--- config.mk ---
export PLATFORM = sky130hd
export DESIGN_NAME = prog_control_unit_flat
export DESIGN_NICKNAME = d
export VERILOG_FILES = /design/src/rtl/prog_control_unit_if.sv /design/src/rtl/prog_control_unit.sv /design/src/flat_wrapper.sv
export SDC_FILE = /design/constraint.sdc
export NUM_CORES = 1
export LEC_CHECK = 0
export ABC_AREA = 0
export BUFFER_PORTS_ARGS = -buffer_cell sky130_fd_sc_hd__buf_2
export CORE_MARGIN = 8
export CORE_UTILIZATION = 52
export DETAILED_ROUTE_END_ITERATION = 12
export GPL_ROUTABILITY_DRIVEN = 0
export PLACE_DENSITY = 0.69
export SETUP_SLACK_MARGIN = 0.2
export SYNTH_ARGS = -nofsm -noshare
export SYNTH_HDL_FRONTEND = slang
export SYNTH_SLANG_ARGS = --single-unit
--- constraint.sdc ---
create_clock -name clk -period 3.7 [get_ports clk]
set_clock_uncertainty 0.15 [all_clocks]
set_input_delay 0.185 -clock clk [delete_from_list [all_inputs] [get_ports clk]]
set_output_delay 0.185 -clock clk [all_outputs]
set_load 0.05 [all_outputs]
--- src/rtl/prog_control_unit_if.sv ---
// Host/datapath-side signal bundle of the programmable SimpleCPU control unit.
interface prog_control_unit_if #(
  parameter int unsigned FIELD_W = 4,
  parameter int unsigned CNT_W   = 16
);
  localparam int unsigned INSTR_W = 4 + 4 * FIELD_W;

  logic               start;
  logic               step_mode;
  logic               step;
  logic               zero_flag;
  logic               equal_flag;
  logic               greater_flag;
  logic               prog_we;
  logic [FIELD_W-1:0] prog_addr;
  logic [INSTR_W-1:0] prog_data;

  logic [3:0]         opcode;
  logic [FIELD_W-1:0] reg_a_sel;
  logic [FIELD_W-1:0] reg_b_sel;
  logic [FIELD_W-1:0] dest_reg;
  logic               reg_write;
  logic               load_operands;
  logic [FIELD_W-1:0] pc;
  logic               busy;
  logic               done;
  logic               error;
  logic [2:0]         err_code;
  logic [CNT_W-1:0]   instr_count;

  modport master (
    output start, step_mode, step, zero_flag, equal_flag, greater_flag,
           prog_we, prog_addr, prog_data,
    input  opcode, reg_a_sel, reg_b_sel, dest_reg, reg_write, load_operands,
           pc, busy, done, error, err_code, instr_count
  );

  modport slave (
    input  start, step_mode, step, zero_flag, equal_flag, greater_flag,
           prog_we, prog_addr, prog_data,
    output opcode, reg_a_sel, reg_b_sel, dest_reg, reg_write, load_operands,
           pc, busy, done, error, err_code, instr_count
  );
endinterface

--- src/rtl/prog_control_unit.sv ---
// Programmable FETCH/EXECUTE sequencer for the SimpleCPU datapath with a return
// stack, zero-flag branch, single-step, instruction watchdog and error report.
module prog_control_unit #(
  parameter int unsigned FIELD_W      = 4,
  parameter int unsigned STACK_DEPTH  = 4,
  parameter int unsigned MAX_INSTR    = 0,
  parameter int unsigned CNT_W        = 16,
  parameter string       PROGRAM_FILE = "program.mem"
) (
  input logic                clk,
  input logic                rst_n,
  prog_control_unit_if.slave bus
);
  localparam int unsigned INSTR_W = 4 + 4 * FIELD_W;
  localparam int unsigned DEPTH   = 2 ** FIELD_W;
  localparam int unsigned SP_W    = $clog2(STACK_DEPTH + 1);
  localparam int unsigned IDX_W   = (STACK_DEPTH > 1) ? $clog2(STACK_DEPTH) : 1;

  localparam logic [3:0] OP_MOV  = 4'd4;
  localparam logic [3:0] OP_BGT  = 4'd5;
  localparam logic [3:0] OP_BEQ  = 4'd6;
  localparam logic [3:0] OP_HALT = 4'd7;
  localparam logic [3:0] OP_BZ   = 4'd8;
  localparam logic [3:0] OP_CALL = 4'd9;
  localparam logic [3:0] OP_RET  = 4'd10;

  typedef enum logic [2:0] {S_IDLE, S_LOAD, S_FETCH, S_EXEC, S_HOLD, S_DONE} state_t;

  state_t             state_q, state_d;
  logic [FIELD_W-1:0] pc_q, pc_d, a_q, a_d, b_q, b_d, dest_q, dest_d, d2_q, d2_d;
  logic [3:0]         opc_q, opc_d;
  logic               rw_q, rw_d, lo_q, lo_d, busy_q, busy_d;
  logic               done_q, done_d, err_q, err_d;
  logic [2:0]         code_q, code_d, fault;
  logic [CNT_W-1:0]   cnt_q, cnt_d, cnt_inc;
  logic [SP_W-1:0]    sp_q, sp_d;
  logic [FIELD_W-1:0] next_pc;
  logic               push, wd_hit;

  logic [INSTR_W-1:0] imem   [DEPTH];
  logic [FIELD_W-1:0] rstack [STACK_DEPTH];
  logic [INSTR_W-1:0] word;

  assign word    = imem[pc_q];
  assign cnt_inc = (&cnt_q) ? cnt_q : cnt_q + CNT_W'(1);
  assign wd_hit  = (MAX_INSTR != 0) && (cnt_inc == CNT_W'(MAX_INSTR));
  assign busy_d  = state_d inside {S_LOAD, S_FETCH, S_EXEC, S_HOLD};

  // Next-state and next-output logic
  always_comb begin
    state_d = state_q;
    pc_d    = pc_q;
    opc_d   = opc_q;
    a_d     = a_q;
    b_d     = b_q;
    dest_d  = dest_q;
    d2_d    = d2_q;
    rw_d    = rw_q;
    lo_d    = lo_q;
    done_d  = done_q;
    err_d   = err_q;
    code_d  = code_q;
    cnt_d   = cnt_q;
    sp_d    = sp_q;
    push    = 1'b0;
    next_pc = d2_q;
    fault   = 3'd0;

    case (state_q)
      S_IDLE, S_DONE: begin
        rw_d = 1'b0;
        if (bus.start) begin
          lo_d    = 1'b1;
          done_d  = 1'b0;
          err_d   = 1'b0;
          code_d  = 3'd0;
          cnt_d   = '0;
          sp_d    = '0;
          state_d = S_LOAD;
        end
      end
      S_LOAD: begin
        lo_d    = 1'b0;
        pc_d    = '0;
        state_d = S_FETCH;
      end
      S_FETCH: begin
        opc_d   = word[INSTR_W-1 -: 4];
        a_d     = word[4*FIELD_W-1 -: FIELD_W];
        b_d     = word[3*FIELD_W-1 -: FIELD_W];
        dest_d  = word[2*FIELD_W-1 -: FIELD_W];
        d2_d    = word[FIELD_W-1:0];
        rw_d    = 1'b0;
        state_d = S_EXEC;
      end
      S_EXEC: begin
        cnt_d = cnt_inc;
        case (opc_q)
          OP_BGT:  next_pc = bus.greater_flag ? dest_q : d2_q;
          OP_BEQ:  next_pc = bus.equal_flag ? dest_q : d2_q;
          OP_BZ:   next_pc = bus.zero_flag ? dest_q : d2_q;
          OP_CALL: next_pc = dest_q;
          OP_RET:  next_pc = rstack[IDX_W'(sp_q - SP_W'(1))];
          default: next_pc = d2_q;
        endcase
        if (opc_q > OP_RET)                                  fault = 3'd3;
        else if (opc_q == OP_CALL && sp_q == SP_W'(STACK_DEPTH)) fault = 3'd1;
        else if (opc_q == OP_RET && sp_q == '0)              fault = 3'd2;

        if (fault != 3'd0) begin
          // Faulting instruction has no side effects; pc stays on it
          done_d  = 1'b1;
          err_d   = 1'b1;
          code_d  = fault;
          state_d = S_DONE;
        end else begin
          pc_d = (opc_q == OP_HALT) ? pc_q : next_pc;
          rw_d = (opc_q <= OP_MOV);
          if (opc_q == OP_CALL) begin
            push = 1'b1;
            sp_d = sp_q + SP_W'(1);
          end
          if (opc_q == OP_RET) sp_d = sp_q - SP_W'(1);
          if (opc_q == OP_HALT) begin
            done_d  = 1'b1;
            state_d = S_DONE;
          end else if (wd_hit) begin
            done_d  = 1'b1;
            err_d   = 1'b1;
            code_d  = 3'd4;
            state_d = S_DONE;
          end else begin
            state_d = bus.step_mode ? S_HOLD : S_FETCH;
          end
        end
      end
      S_HOLD: begin
        rw_d = 1'b0;
        if (bus.step || !bus.step_mode) state_d = S_FETCH;
      end
      default: state_d = S_IDLE;
    endcase
  end

  // State and output registers
  always_ff @(posedge clk or negedge rst_n) begin
    if (!rst_n) begin
      state_q <= S_IDLE;
      pc_q    <= '0;
      opc_q   <= '0;
      a_q     <= '0;
      b_q     <= '0;
      dest_q  <= '0;
      d2_q    <= '0;
      rw_q    <= 1'b0;
      lo_q    <= 1'b0;
      busy_q  <= 1'b0;
      done_q  <= 1'b0;
      err_q   <= 1'b0;
      code_q  <= 3'd0;
      cnt_q   <= '0;
      sp_q    <= '0;
    end else begin
      state_q <= state_d;
      pc_q    <= pc_d;
      opc_q   <= opc_d;
      a_q     <= a_d;
      b_q     <= b_d;
      dest_q  <= dest_d;
      d2_q    <= d2_d;
      rw_q    <= rw_d;
      lo_q    <= lo_d;
      busy_q  <= busy_d;
      done_q  <= done_d;
      err_q   <= err_d;
      code_q  <= code_d;
      cnt_q   <= cnt_d;
      sp_q    <= sp_d;
    end
  end

  // Return stack and program RAM keep their contents across resets
  always_ff @(posedge clk) begin
    if (push) rstack[IDX_W'(sp_q)] <= d2_q;
  end

  always_ff @(posedge clk) begin
    if (bus.prog_we && (state_q == S_IDLE || state_q == S_DONE))
      imem[bus.prog_addr] <= bus.prog_data;
  end

  assign bus.opcode        = opc_q;
  assign bus.reg_a_sel     = a_q;
  assign bus.reg_b_sel     = b_q;
  assign bus.dest_reg      = dest_q;
  assign bus.reg_write     = rw_q;
  assign bus.load_operands = lo_q;
  assign bus.pc            = pc_q;
  assign bus.busy          = busy_q;
  assign bus.done          = done_q;
  assign bus.error         = err_q;
  assign bus.err_code      = code_q;
  assign bus.instr_count   = cnt_q;
endmodule

--- src/flat_wrapper.sv ---
// flat-port wrapper written by rule: the top's interface ports become plain ports
module prog_control_unit_flat 
#(
  parameter int unsigned FIELD_W      = 4,
  parameter int unsigned STACK_DEPTH  = 4,
  parameter int unsigned MAX_INSTR    = 0,
  parameter int unsigned CNT_W        = 16,
  parameter string       PROGRAM_FILE = "           "
)
  (clk, rst_n, bus_start, bus_step_mode, bus_step, bus_zero_flag, bus_equal_flag, bus_greater_flag, bus_prog_we, bus_prog_addr, bus_prog_data, bus_opcode, bus_reg_a_sel, bus_reg_b_sel, bus_dest_reg, bus_reg_write, bus_load_operands, bus_pc, bus_busy, bus_done, bus_error, bus_err_code, bus_instr_count);
  prog_control_unit_if #(.FIELD_W(FIELD_W), .CNT_W(CNT_W)) bus_i ();
  input logic clk;
  input logic rst_n;
  input wire logic [$bits(bus_i.start)-1:0] bus_start;
  input wire logic [$bits(bus_i.step_mode)-1:0] bus_step_mode;
  input wire logic [$bits(bus_i.step)-1:0] bus_step;
  input wire logic [$bits(bus_i.zero_flag)-1:0] bus_zero_flag;
  input wire logic [$bits(bus_i.equal_flag)-1:0] bus_equal_flag;
  input wire logic [$bits(bus_i.greater_flag)-1:0] bus_greater_flag;
  input wire logic [$bits(bus_i.prog_we)-1:0] bus_prog_we;
  input wire logic [$bits(bus_i.prog_addr)-1:0] bus_prog_addr;
  input wire logic [$bits(bus_i.prog_data)-1:0] bus_prog_data;
  output wire logic [$bits(bus_i.opcode)-1:0] bus_opcode;
  output wire logic [$bits(bus_i.reg_a_sel)-1:0] bus_reg_a_sel;
  output wire logic [$bits(bus_i.reg_b_sel)-1:0] bus_reg_b_sel;
  output wire logic [$bits(bus_i.dest_reg)-1:0] bus_dest_reg;
  output wire logic [$bits(bus_i.reg_write)-1:0] bus_reg_write;
  output wire logic [$bits(bus_i.load_operands)-1:0] bus_load_operands;
  output wire logic [$bits(bus_i.pc)-1:0] bus_pc;
  output wire logic [$bits(bus_i.busy)-1:0] bus_busy;
  output wire logic [$bits(bus_i.done)-1:0] bus_done;
  output wire logic [$bits(bus_i.error)-1:0] bus_error;
  output wire logic [$bits(bus_i.err_code)-1:0] bus_err_code;
  output wire logic [$bits(bus_i.instr_count)-1:0] bus_instr_count;
  assign bus_i.start = bus_start;
  assign bus_i.step_mode = bus_step_mode;
  assign bus_i.step = bus_step;
  assign bus_i.zero_flag = bus_zero_flag;
  assign bus_i.equal_flag = bus_equal_flag;
  assign bus_i.greater_flag = bus_greater_flag;
  assign bus_i.prog_we = bus_prog_we;
  assign bus_i.prog_addr = bus_prog_addr;
  assign bus_i.prog_data = bus_prog_data;
  assign bus_opcode = bus_i.opcode;
  assign bus_reg_a_sel = bus_i.reg_a_sel;
  assign bus_reg_b_sel = bus_i.reg_b_sel;
  assign bus_dest_reg = bus_i.dest_reg;
  assign bus_reg_write = bus_i.reg_write;
  assign bus_load_operands = bus_i.load_operands;
  assign bus_pc = bus_i.pc;
  assign bus_busy = bus_i.busy;
  assign bus_done = bus_i.done;
  assign bus_error = bus_i.error;
  assign bus_err_code = bus_i.err_code;
  assign bus_instr_count = bus_i.instr_count;
  prog_control_unit #(.FIELD_W(FIELD_W), .STACK_DEPTH(STACK_DEPTH), .MAX_INSTR(MAX_INSTR), .CNT_W(CNT_W), .PROGRAM_FILE(PROGRAM_FILE)) u_core (.clk(clk), .rst_n(rst_n), .bus(bus_i));
endmodule
Word level (Yosys, flattened, before mapping). Memories as Yosys holds them, arrays and structs flattened. A register that Yosys moved wholly into a read port is not among the register bits. Cells that the tools add are included.

Bits in registers: 34. Memory bits (writable): 336. Bits of input ports: 33. Output and inout bits: 44. Logic and storage cells: 109. Memories kept: 2.

Add/sub/neg operators: 3. Magnitude comparators: 2. Equality and inequality tests: 23. Mux-type cells: 44. Reduce and logical (&&, ||, !) cells: 25.

Memory list: u_core.imem (depth 16, bits a word 20, read ports 1, clocked after Yosys merged registers in 1, wr ports 1, line prog_control_unit.sv:40) `logic [INSTR_W-1:0] imem [DEPTH];`; u_core.rstack (depth 4, bits a word 4, read ports 1, clocked after Yosys merged registers in 0, wr ports 1, line prog_control_unit.sv:41) `logic [FIELD_W-1:0] rstack [STACK_DEPTH];`.

Operator list (number): $mux 3 (13); $mux 16 (2); $pmux 16 s2 (1); $mux 4 (5); $pmux 4 s5 (1); $add 16x1->16 const B (1); $reduce_and 16->1 (1); $pmux 3 s5 (1); $mux 1 (13); $eq 3x2->1 const B (4); $eq 3x3->1 const B (4); $eq 4x3->1 const B (3); $eq 4x4->1 const B (3); $pmux 3 s2 (2); $reduce_and 3->1 (4); $ne 2x2->1 const B (4); $pmux 1 s2 (4); $pmux 4 s2 (1); $reduce_bool 2->1 (4); $eq 3x1->1 const B (2); $logic_not 3->1 (2); $ne 3x1->1 const B (2); $gt 4x4->1 const B (1); $le 4x3->1 const B (1); 13 further kinds (18).

Longest topological paths before layout. Gate-level depths: netlist of the first run.

Depth after elaboration: 11. Mapped depth: 8. Depth with buffers taken out: 7.

Worst setup path after synthesis of the first run. No wires, ideal clock.

Kind: flip-flop to flip-flop. From: register u_core.state_q[0]. To: memory u_core.imem[0][0] in the netlist's numbering (enable). Library setup time: 0.422 ns. Data arrival time: 2.695 ns. Required time: 3.128 ns. Path slack: 0.433 ns. Stages on the path, launching flop included: 7. Buffers on the path: 1. Period minus slack after synthesis: 3.267 ns. Cell sequence: dfrtp_1 buf_4 xor2_1 nor2_1 nand2_1 or3_1 nor3_1.

Word-level cells in the longest chain between the ends: 5. Elaborated cells on any way between the ends: 6. Classes of those cells: eq/ne (1); mux (2); reduce/logical (3).

Ends and longest elaborated chain: start, declared (line prog_control_unit.sv:29) `state_t state_q, state_d;`; start signal, assigned (line prog_control_unit.sv:164) `state_q <= state_d;`; $eq 3x3->1 or $logic_not 3->1 (tied branches) (line prog_control_unit.sv:188) `if (bus.prog_we && (state_q == S_IDLE || state_q == S_DONE))`; $logic_or 1x1->1 * (line prog_control_unit.sv:188); $logic_and 1x1->1 * (line prog_control_unit.sv:188); $mux 1 * (line prog_control_unit.sv:188); $mux 1 (not written as such) * (line prog_control_unit.sv:189) `imem[bus.prog_addr] <= bus.prog_data;`; end, declared (line prog_control_unit.sv:40).

Every way passes the cells marked *; elsewhere a longest branch is shown, timed or not.

Worst setup path in the final report of the first run.
From: register u_core.state_q[0]. To: memory u_core.imem[7][6] in the netlist's numbering (enable).

Same word-level chain as after synthesis.

==> qor.yml, run 1 <==
floorplan:
  die_x_um: 188
  initial_core_util_pct: 52.4
  rows: 63
  die_h_um: 188
  io_pins: 77
  dieArea_um2: 35500
  core_um2: 29500
placement:
  io_buffers: 75
  dp.cells: 1289
  postPlaceCellArea_um2: 16500
  hpwl_um: 20800
synth:
  syn-num-nets: 867
  synth_top_area_cell: "edfxtp_1"
  synthCells: 828
  netlist_top_cells_area: "edfxtp_1 (65%), mux4_2 (12%), dfrtp_1 (8.6%)"
  synth_edf_count: 336
  synth_top_cell_area_share_pct: 65.3
  post-synth-top-count-cell: "edfxtp_1"
  ys_ff_latch: 389
  synth_flop_cell: "edfxtp_1"
  ys_warn_count: 0
  syn_area_um2: 15400
  synthDistinctLibCells: 52
  seq_area_frac_synth_pct: 73.9
  async_flop_share_pct: 13.6
  yosys-top-cells-count: "edfxtp_1 (336), mux4_2 (83), dfrtp_1 (53), nand2_1 (47), nor2_1 (41)"
  avgSynthCellArea_um2: 18.7
cells_and_area:
  n_antenna_cell: 0
  finish.net_count: 1006
  largest_reg_flops: 320
  stdcell_area_um2: 18100
  n_fill_cell: 2090
  largest_register: "u_core.imem"
  finalNonFillerCells: 1389
  drive_above_1_share_pct: 28.8
  syn2layout_area_growth_pct: 17.4
pwr:
  power_density_nw_per_um2: 676
  power.leakage_nw: 6.09
  power_mw: 12.3
  worst_ir_drop_vdd_v: 0.000549
route:
  drt-pass1-iter-count: 6
  drt_iter0_drc: 761
  route.detailed.drc: 0
  avgRoutedWirePerCell_um: 24.5
  via_count: 8440
  ant_nets: 0
  viasPerCell: 6.08
  routed_wirelength_um: 34100
clock_network:
  cts_tree: "built"
  numCtsBuffers: 41
  clkSinkCount: 389
  clock-root-buffer: "clkbuf_16"
  cts_setup_buffers: 0
  cts.clk_slew.worst_paths_ns: 0.06
  htree_levels: 2
  clk_latency_ns: 0.54
  ctsResizeCount: 0
  ctsHoldBuffers: 25
  cts_buffer_depth: 3
setup_path:
  end_kind: "flip-flop"
  startpoint_type: "flip-flop"
  cp_max_fo: 17
  cp_data_arrival_time_ns: 2.90
  worstPathRequired_ns: 3.78
  crit_type: "reg -> reg"
job:
  drv_cap: 0
timing:
  setup_viol: 0
  slew_viol_final: 0
  slew_headroom_pct: 47.3
  min_period_ns: 2.81
  hold_ws_ns: 0.0259
  fmax_ghz: 0.355
  hold_viol_final: 0
  max_slew.worst_pin.slew_ns: 0.791
  timing.final.crit_share_pct: 76.1
  tns_ns: 0
  rsz0062_at_grt: "no"
run_status:
  outcome: "finished clean"
worst_hold_path:
  hp-class: "in -> async"
global_route:
  grt_first_pass_wirelength_um: 51600
  antenna_found_initial: 1
  grt_max_degree: 51
  grt_pass1_vias: 8527
  grt_overflow: 0
  grt_usage_pct: 19.1
==> placed cells by master, fill, tap and decap left out, types with 5 or more instances in the layout <==
cell type        n
buf_4           35
buf_2           75
nor2_1          29
dlygate4sd3_1   25
and2_1           7
clkbuf_1         5
clkbuf_16       41
nand2b_1         6
nand4_1          8
nand3_1          6
nor3_1          11
dfrtp_1         50
inv_1            7
ha_1             6
xnor2_1          8
a22oi_1         20
o21ai_0         14
clkinv_2         8
mux2i_1         21
a21oi_1         17
o211ai_1        23
mux4_2          83
edfxtp_1       336
nor2_2          12
clkinv_1         7
nor4_1           5
nand2_1         47
bufinv_16        6
==> path summary, 6_finish.rpt <==
check / start / end / slack (ns) / cells past startpoint
min: rst_n / u_core.bus.opcode[0]$_DFFE_PN0P_ / 0.03 / 3
min reg2reg: u_core.bus.done$_DFFE_PN0P_ / u_core.bus.done$_DFFE_PN0P_ / 0.33 / 2
max in group asynchronous: rst_n / u_core.bus.pc[1]$_DFFE_PN0P_ / 2.89 / 3
min in group clk: bus_prog_addr[2] / u_core.imem[14][7]$_DFFE_PP_ / 0.18 / 3
max: u_core.state_q[0]$_DFF_PN0_ / u_core.imem[7][6]$_DFFE_PP_ / 0.89 / 5
max reg2reg: u_core.state_q[0]$_DFF_PN0_ / u_core.imem[7][6]$_DFFE_PP_ / 0.89 / 5
==> cell families after synthesis <==
logic type               synth area share (%)
AND/OR/NAND/NOR                          5.52
other                                  0.0243
buffers and inverters                    1.37
XOR/XNOR                                0.567
adder cells (fa/ha/maj)                 0.486
multiplexers                             13.7
AO/OA/AOI/OAI                            4.45
flip-flops                               73.9
==> critical path: stages (launching register included) <==
cell and delay (ns):
dfrtp_1 0.56, xor2_1 0.25, nor2_1 0.41, nand4_1 0.33, nor2_2 0.52, buf_4 0.29
==> per-stage QoR <==
step                      util [%]  setup WS (ns)
after floorplan                  -          0.433
after global placement        56.0           1.03
after detailed placement      56.0          0.959
after CTS                     61.5          0.930
after global routing          61.5          0.755
final                         61.5          0.886
==> power by group <==
part | leakage [nW] | switching (mW) | internal (mW) | total [mW]
clock network | 0.681 | 1.67 | 2.48 | 4.15
registers | 3.71 | 0.446 | 5.05 | 5.50
logic | 1.70 | 1.59 | 1.02 | 2.61
==> per-layer routing <==
layer | track usage (%) | wire [um] | up-vias
met1 | 26.9 | 14400 | 4333
met3 | 4.40 | 2780 | 71
li1 | - | - | 3644
met5 | 0 | 0 | -
met4 | 6.37 | 902 | 0
met2 | 29.2 | 15900 | 392
==> layout make-up <==
cell class	instances	area, um2	area share [%]
Tap cell	390	488	2.69
Clock buffer	46	1040	5.76
Timing Repair Buffer	138	948	5.23
Multi-Input combinational cell	390	3870	21.3
Clock inverter	29	339	1.87
Inverter	7	26.3	0.145
Sequential cell	389	11400	63.0
Note: power is estimated with default switching activity, not from simulation.
==> run 2: changes to the inputs <==
--- a/config.mk
+++ b/config.mk
@@ -11,7 +11,7 @@
 export CORE_UTILIZATION = 52
 export DETAILED_ROUTE_END_ITERATION = 12
 export GPL_ROUTABILITY_DRIVEN = 0
-export PLACE_DENSITY = 0.69
+export PLACE_DENSITY = 0.72
 export SETUP_SLACK_MARGIN = 0.2
 export SYNTH_ARGS = -nofsm -noshare
 export SYNTH_HDL_FRONTEND = slang
==> constraint.sdc (replaced) <==
create_clock -name clk -period 2.45 [get_ports clk]
set_clock_uncertainty 0.15 [all_clocks]
set_input_delay 0.1225 -clock clk [delete_from_list [all_inputs] [get_ports clk]]
set_output_delay 0.1225 -clock clk [all_outputs]
set_load 0.05 [all_outputs]
==> run 2 against run 1 <==
  * Non-clock buffer count is 24 higher
  * Cell count is 1.4% higher
  * Flip-flop and latch count stayed put
  * Clock power is 48% higher
  * Wire length is 1.6% higher
==> qor.yml, run 2 (synthesis gave the netlist of run 1 again) <==
setup_path:
  ff2ff_path_depth: 6  # was 5
  cp_max_fo: 20  # was 17
  rrSetupSlack_ns: 0.26  # was 0.89 ns
  startpoint_type: "flip-flop"  # unchanged
  startpoint: "u_core.state_q[2]$_DFF_PN0_"  # was u_core.state_q[0]$_DFF_PN0_
  crit_end: "u_core.imem[0][11]$_DFFE_PP_"  # was u_core.imem[7][6]$_DFFE_PP_
  worstPathRequired_ns: 2.51  # was 3.78 ns
  end_kind: "flip-flop"  # unchanged
  cp_data_arrival_time_ns: 2.25  # was 2.90 ns
  reg2reg_from: "u_core.state_q[2]$_DFF_PN0_"  # was u_core.state_q[0]$_DFF_PN0_
  r2r-end: "u_core.imem[0][11]$_DFFE_PP_"  # was u_core.imem[7][6]$_DFFE_PP_
  crit_type: "reg -> reg"  # unchanged
floorplan:
  initial_core_util_pct: 52.4  # unchanged
  io_pins: 77  # unchanged
  rows: 63  # unchanged
  core_um2: 29500  # unchanged
  die_x_um: 188  # unchanged
  die_h_um: 188  # unchanged
  dieArea_um2: 35500  # unchanged
route:
  routed_wirelength_um: 34600  # was 34,100 um
  drt_iter0_drc: 761  # unchanged
  avgRoutedWirePerCell_um: 24.5  # about the same
  via_count: 8452  # was 8,440
  viasPerCell: 6.00  # was 6.08
  ant_nets: 0  # unchanged
  drt-pass1-iter-count: 5  # was 6
  route.detailed.drc: 0  # unchanged
worst_hold_path:
  hp-class: "in -> async"  # unchanged
pwr:
  worst_ir_drop_vdd_v: 0.000794  # was 0.000549 V
  netSwitchingFraction_pct: 30.1  # was 30.3%
  power_density_nw_per_um2: 1020  # was 676 nW/um2
  p_sw_mw: 5.67  # was 3.71 mW
  power_mw: 18.8  # was 12.3 mW
  power.leakage_nw: 6.23  # was 6.09 nW
  pwr-share-seq_pct: 43.3  # was 44.8%
  internal_power_mw: 13.2  # was 8.55 mW
  p_comb_share_pct: 24.0  # was 21.3%
  p_clk_share_pct: 32.6  # was 33.9%
timing:
  tns_ns: 0  # unchanged
  slew_headroom_pct: 55.1  # was 47.3%
  fmax_ghz: 0.457  # was 0.355 GHz
  setup_viol: 0  # unchanged
  slew_viol_final: 0  # unchanged
  hold_viol_final: 0  # unchanged
  timing.final.crit_share_pct: 89.3  # was 76.1%
  rsz0062_at_grt: "no"  # unchanged
  hold_ws_ns: 0.0271  # was 0.0259 ns
  min_period_ns: 2.19  # was 2.81 ns
  max_slew.worst_pin.slew_ns: 0.673  # was 0.791 ns
global_route:
  grt_usage_pct: 19.4  # was 19.1%
  grt_pass1_vias: 8713  # was 8,527
  grt_first_pass_wirelength_um: 52300  # was 51,600 um
  antenna_found_initial: 0  # was 1
  grt_overflow: 0  # unchanged
  grt_max_degree: 34  # was 51
clock_network:
  cts_tree: "built"  # unchanged
  cts.clk_slew.worst_paths_ns: 0.06  # about the same
  numCtsBuffers: 39  # was 41
  clock-root-buffer: "clkbuf_16"  # unchanged
  clk_latency_ns: 0.52  # was 0.54 ns
  clkSinkCount: 389  # unchanged
  cts_buffer_depth: 3  # unchanged
  htree_levels: 2  # unchanged
placement:
  hpwl_um: 21700  # was 20,800 um
  postPlaceCellArea_um2: 16900  # was 16,500 um2
  io_buffers: 75  # unchanged
  dp.cells: 1309  # was 1,289
cells_and_area:
  syn2layout_area_growth_pct: 20.0  # was 17.4%
  drive_above_1_share_pct: 32.1  # was 28.8%
  final_common_cell: "edfxtp_1"  # unchanged
  n_fill_cell: 2072  # was 2,090
  largest_register: "u_core.imem"  # unchanged
  final_cell_mix: "edfxtp_1 (336), mux4_2 (83), buf_2 (75), nand2_1 (47), buf_4 (47)"  # was edfxtp_1 (336), mux4_2 (83), buf_2 (75), dfrtp_1 (50), nand2_1 (47)
  largest_reg_flops: 320  # unchanged
  finish.net_count: 1028  # was 1,006
  finalNonFillerCells: 1409  # was 1,389
  stdcell_area_um2: 18500  # was 18,100 um2
run_status:
  outcome: "finished clean"  # unchanged
job:
  drv_cap: 0  # unchanged
[run 2: cell types whose count changed in the layout (fill, tap and decap cells not counted), moves of 4 or more]
cell / before / now
nor3_2: 4 / 0
buf_4: 35 / 47
dfrtp_2: 1 / 8
nor3_4: 0 / 5
buf_12: 3 / 15
nor2_4: 0 / 4
dfrtp_1: 50 / 43
[run 2: worst min path at each step]
stage | start | to | slack, ns | cells past startpoint
2_1_floorplan | rst_n | u_core.bus.busy$_DFF_PN0_ | -0.32 | 0
3_3_place_gp | rst_n | u_core.sp_q[0]$_DFFE_PN0P_ | 0.02 | 1
3_5_place_dp | rst_n | u_core.sp_q[0]$_DFFE_PN0P_ | 0.04 | 1
4_1_cts | rst_n | u_core.sp_q[0]$_DFFE_PN0P_ | 0.03 | 2
5_1_grt | rst_n | u_core.sp_q[2]$_DFFE_PN0P_ | 0.08 | 2
6_report | rst_n | u_core.sp_q[2]$_DFFE_PN0P_ | 0.03 | 2
[run 2: worst max-delay path: stages (launching register included)]
cell and delay (ns):
dfrtp_2 0.49, xor2_2 0.19, nor2_4 0.17, nand2_1 0.07, or3_4 0.40, nor3_4 0.21, buf_12 0.20
[run 2: what timing repair did]
action | CTS | global route
gates resized for setup | 2 | 9
setup buffers | 1 | 4
pin swaps | 1 | 4
hold endpoints to repair | 381 | 0
setup endpoints to repair | 51 | 99
hold buffers | 24 | 0
[run 2: metal layers]
metal,routed length (um),track usage (%),vias to the layer above,share of wire [%]
met5,0,0,-,0
met4,885,6.07,0,2.6
met3,2440,3.72,59,7.1
met2,16800,31.4,322,49
met1,14500,26.4,4388,42
li1,-,-,3683,-
[run 2: final cells by class]
cell class                 count  area [um2]  share of cell area, %
antenna                        1        2.50                 0.0135
clock buffer                  48        1030                   5.56
clock inverter                22         299                   1.61
inverter                       7        26.3                  0.142
multi-input combinational    390        3980                   21.5
sequential                   389       11400                   61.7
tap                          390         488                   2.63
timing repair buffer         162        1280                   6.91
[run 2: through the flow]
| step | setup WS, ns | utilization (%) |
|---|---|---|
| after detailed placement | 0.155 | 57.3 |
| final | 0.262 | 62.9 |
| after global placement | 0.238 | 57.3 |
| after global routing | 0.186 | 62.9 |
| after floorplan | -0.0325 | - |
| after CTS | 0.251 | 62.6 |
[run 2: power by group through the flow]
stage	Clock (mW)	Combinational [mW]	Sequential, mW
4_1_cts	6.24	4.44	8.15
2_1_floorplan	0	2.45	8.72
3_5_place_dp	0	4.38	8.27
6_report	6.14	4.52	8.16
3_3_place_gp	0	4.32	8.26
5_1_grt	6.49	4.82	8.21
==> run 3: changes to the inputs <==
--- a/config.mk
+++ b/config.mk
@@ -8,10 +8,10 @@
 export ABC_AREA = 0
 export BUFFER_PORTS_ARGS = -buffer_cell sky130_fd_sc_hd__buf_2
 export CORE_MARGIN = 8
-export CORE_UTILIZATION = 52
+export CORE_UTILIZATION = 50
 export DETAILED_ROUTE_END_ITERATION = 12
 export GPL_ROUTABILITY_DRIVEN = 0
-export PLACE_DENSITY = 0.72
+export PLACE_DENSITY = 0.7
 export SETUP_SLACK_MARGIN = 0.2
 export SYNTH_ARGS = -nofsm -noshare
 export SYNTH_HDL_FRONTEND = slang
==> run 3 against run 2 <==
  * Setup slack about the same
  * Clock power down 1%
  * Sequential share of layout area rose by 0.099 points
  * Hold slack better by 0.027 ns
  * Wire length is 1.4% higher
  * Global-route usage hardly changed
  * Sequential power hardly changed
  * Combinational power is essentially flat
  * Flip-flop and latch count stayed put
==> qor.yml, run 3 (synthesis gave the netlist of run 1 again) <==
route:
  routed_wirelength_um: 35100  # was 34,600 um
  ant_nets: 0  # unchanged
  drt_iter0_drc: 630  # was 761
  viasPerCell: 5.91  # was 6.00
  drt-pass1-iter-count: 5  # unchanged
  avgRoutedWirePerCell_um: 24.6  # was 24.5 um
  via_count: 8427  # was 8,452
  route.detailed.drc: 0  # unchanged
clock_network:
  clock-root-buffer: "clkbuf_16"  # unchanged
  cts.clk_slew.worst_paths_ns: 0.06  # about the same
  cts_buffer_depth: 3  # unchanged
  htree_levels: 2  # unchanged
  clk_latency_ns: 0.54  # was 0.52 ns
  clkSinkCount: 389  # unchanged
  cts_tree: "built"  # unchanged
  numCtsBuffers: 41  # was 39
pwr:
  power.leakage_nw: 6.24  # was 6.23 nW
  worst_ir_drop_vdd_v: 0.000666  # was 0.000794 V
  power_density_nw_per_um2: 1010  # was 1020 nW/um2
  power_mw: 18.7  # was 18.8 mW
floorplan:
  rows: 64  # was 63
  dieArea_um2: 36800  # was 35,500 um2
  die_h_um: 192  # was 188 um
  io_pins: 77  # unchanged
  core_um2: 30500  # was 29,500 um2
  die_x_um: 192  # was 188 um
  initial_core_util_pct: 50.6  # was 52.4%
run_status:
  outcome: "finished clean"  # unchanged
cells_and_area:
  largest_reg_flops: 320  # unchanged
  final_util_pct: 60.6  # was 62.9%
  drive_above_1_share_pct: 31.6  # was 32.1%
  n_fill_cell: 2220  # was 2,072
  syn2layout_area_growth_pct: 19.8  # was 20.0%
  largest_register: "u_core.imem"  # unchanged
  finish.net_count: 1036  # was 1,028
  n_antenna_cell: 0  # was 1
  final_cell_mix: "edfxtp_1 (336), mux4_2 (83), buf_2 (75), buf_4 (54), nand2_1 (47)"  # was edfxtp_1 (336), mux4_2 (83), buf_2 (75), nand2_1 (47), buf_4 (47)
  final_common_cell: "edfxtp_1"  # unchanged
setup_path:
  ff2ff_path_depth: 6  # unchanged
  cp_num_buf_inv: 1  # unchanged
  startpoint_type: "flip-flop"  # unchanged
  r2r-end: "u_core.bus.instr_count[15]$_DFFE_PN0P_"  # was u_core.imem[0][11]$_DFFE_PP_
  cp_data_arrival_time_ns: 2.48  # was 2.25 ns
  reg2reg_from: "u_core.state_q[2]$_DFF_PN0_"  # unchanged
  cp_slowest_cell: "or4_4"  # was dfrtp_2
  rrSetupSlack_ns: 0.26  # about the same
  crit_chain: "buf_4, and3b_1, a31oi_4, or4_4, or3_1, a21oi_1"  # was xor2_2, nor2_4, nand2_1, or3_4, nor3_4, buf_12
  cp_max_fo: 14  # was 20
  critPathTopFamily: "simple AND/OR/NAND/NOR gates"  # unchanged
  worstPathRequired_ns: 2.74  # was 2.51 ns
  crit_type: "reg -> reg"  # unchanged
  end_kind: "flip-flop"  # unchanged
  cp_slowest_stage_delay_ns: 0.54  # was 0.49 ns
global_route:
  grt_overflow: 0  # unchanged
  grt_pass1_vias: 8551  # was 8,713
  grt_max_degree: 29  # was 34
  grt_first_pass_wirelength_um: 53000  # was 52,300 um
  grt_usage_pct: 19.3  # was 19.4%
  antenna_found_initial: 0  # unchanged
timing:
  min_period_ns: 2.19  # about the same
  rsz0062_at_grt: "yes"  # was no
  hold_viol_final: 0  # unchanged
  slew_headroom_pct: 32.0  # was 55.1%
  slew_viol_final: 0  # unchanged
  hold_ws_ns: 0.0541  # was 0.0271 ns
  max_slew.worst_pin.slew_ns: 1.02  # was 0.673 ns
  tns_ns: 0  # unchanged
  fmax_ghz: 0.457  # about the same
  timing.final.crit_share_pct: 89.3  # about the same
  setup_viol: 0  # unchanged
job:
  drv_cap: 0  # unchanged
worst_hold_path:
  hp-class: "in -> async"  # unchanged
placement:
  hpwl_um: 22700  # was 21,700 um
  io_buffers: 75  # unchanged
-- run 3: changes by cell type in the layout (fill, tap and decap cells not counted), sizes merged --
cell         before  now
clkbuf           48   57
dlygate4sd3      24   27
diode             1    0
inv               9   11
buf             138  141
clkinvlp          3    1
bufinv            7    3
-- run 3: power breakdown --
part | leakage [nW] | total, mW | internal [mW] | switching (mW)
Clock | 0.646 | 6.05 | 3.56 | 2.49
Sequential | 3.70 | 8.15 | 7.64 | 0.509
Combinational | 1.90 | 4.49 | 1.76 | 2.73
Total | 6.24 | 18.7 | 13.0 | 5.72
-- run 3: how the worst max path moves through the flow --
stage,depth (start not counted),from,slack (ns),to
after floorplan,5,u_core.state_q[0]$_DFF_PN0_,-0.03,u_core.imem[14][0]$_DFFE_PP_
after global placement,6,u_core.state_q[0]$_DFF_PN0_,0.25,u_core.imem[15][18]$_DFFE_PP_
after detailed placement,6,u_core.state_q[0]$_DFF_PN0_,0.19,u_core.imem[15][17]$_DFFE_PP_
after CTS,6,u_core.state_q[0]$_DFF_PN0_,0.22,u_core.imem[11][11]$_DFFE_PP_
after global routing,6,u_core.state_q[2]$_DFF_PN0_,0.19,u_core.bus.instr_count[13]$_DFFE_PN0P_
final,6,u_core.state_q[2]$_DFF_PN0_,0.26,u_core.bus.instr_count[15]$_DFFE_PN0P_
-- run 3: timing repair --
| action | CTS | global route |
|---|---|---|
| endpoints found under the hold margin | 380 | 0 |
| resized for setup | 1 | 4 |
| hold buffers | 27 | 0 |
| setup buffers | 0 | 3 |
| pin swaps | 0 | 4 |
| setup endpoints to repair | 14 | 106 |
-- run 3: worst min-delay path, delay by kind of cell --
family,cells,cell delay (ns)
buffers and inverters,3,0.97
-- run 3: per-stage QoR --
step	worst slack [ns]	instances	instance area (um2)
6_report	0.262	1425	18500
5_1_grt	0.186	1425	18500
4_1_cts	0.217	1422	18500
3_5_place_dp	0.189	1320	16900
3_3_place_gp	0.251	1320	16900
2_1_floorplan	-0.0325	828	15500
-- run 3: final cells by class --
cell class                      count  area [um2]  share of cell area [%]
Multi-Input combinational cell    390        3960                    21.4
Sequential cell                   389       11400                    61.8
Timing Repair Buffer              168        1270                    6.88
Clock inverter                     18         194                    1.05
Clock buffer                       57        1130                    6.09
Tap cell                          396         495                    2.68
Inverter                            7        26.3                   0.142
-- run 3: routing by layer --
layer  global-route usage [%]  wire length (um)  up-vias
met2                     31.7             17200      314
met1                     26.9             14800     4361
met4                     4.62               657        0
met3                     3.20              2440       51
li1                         -                 -     3701
met5                        0                 0        -
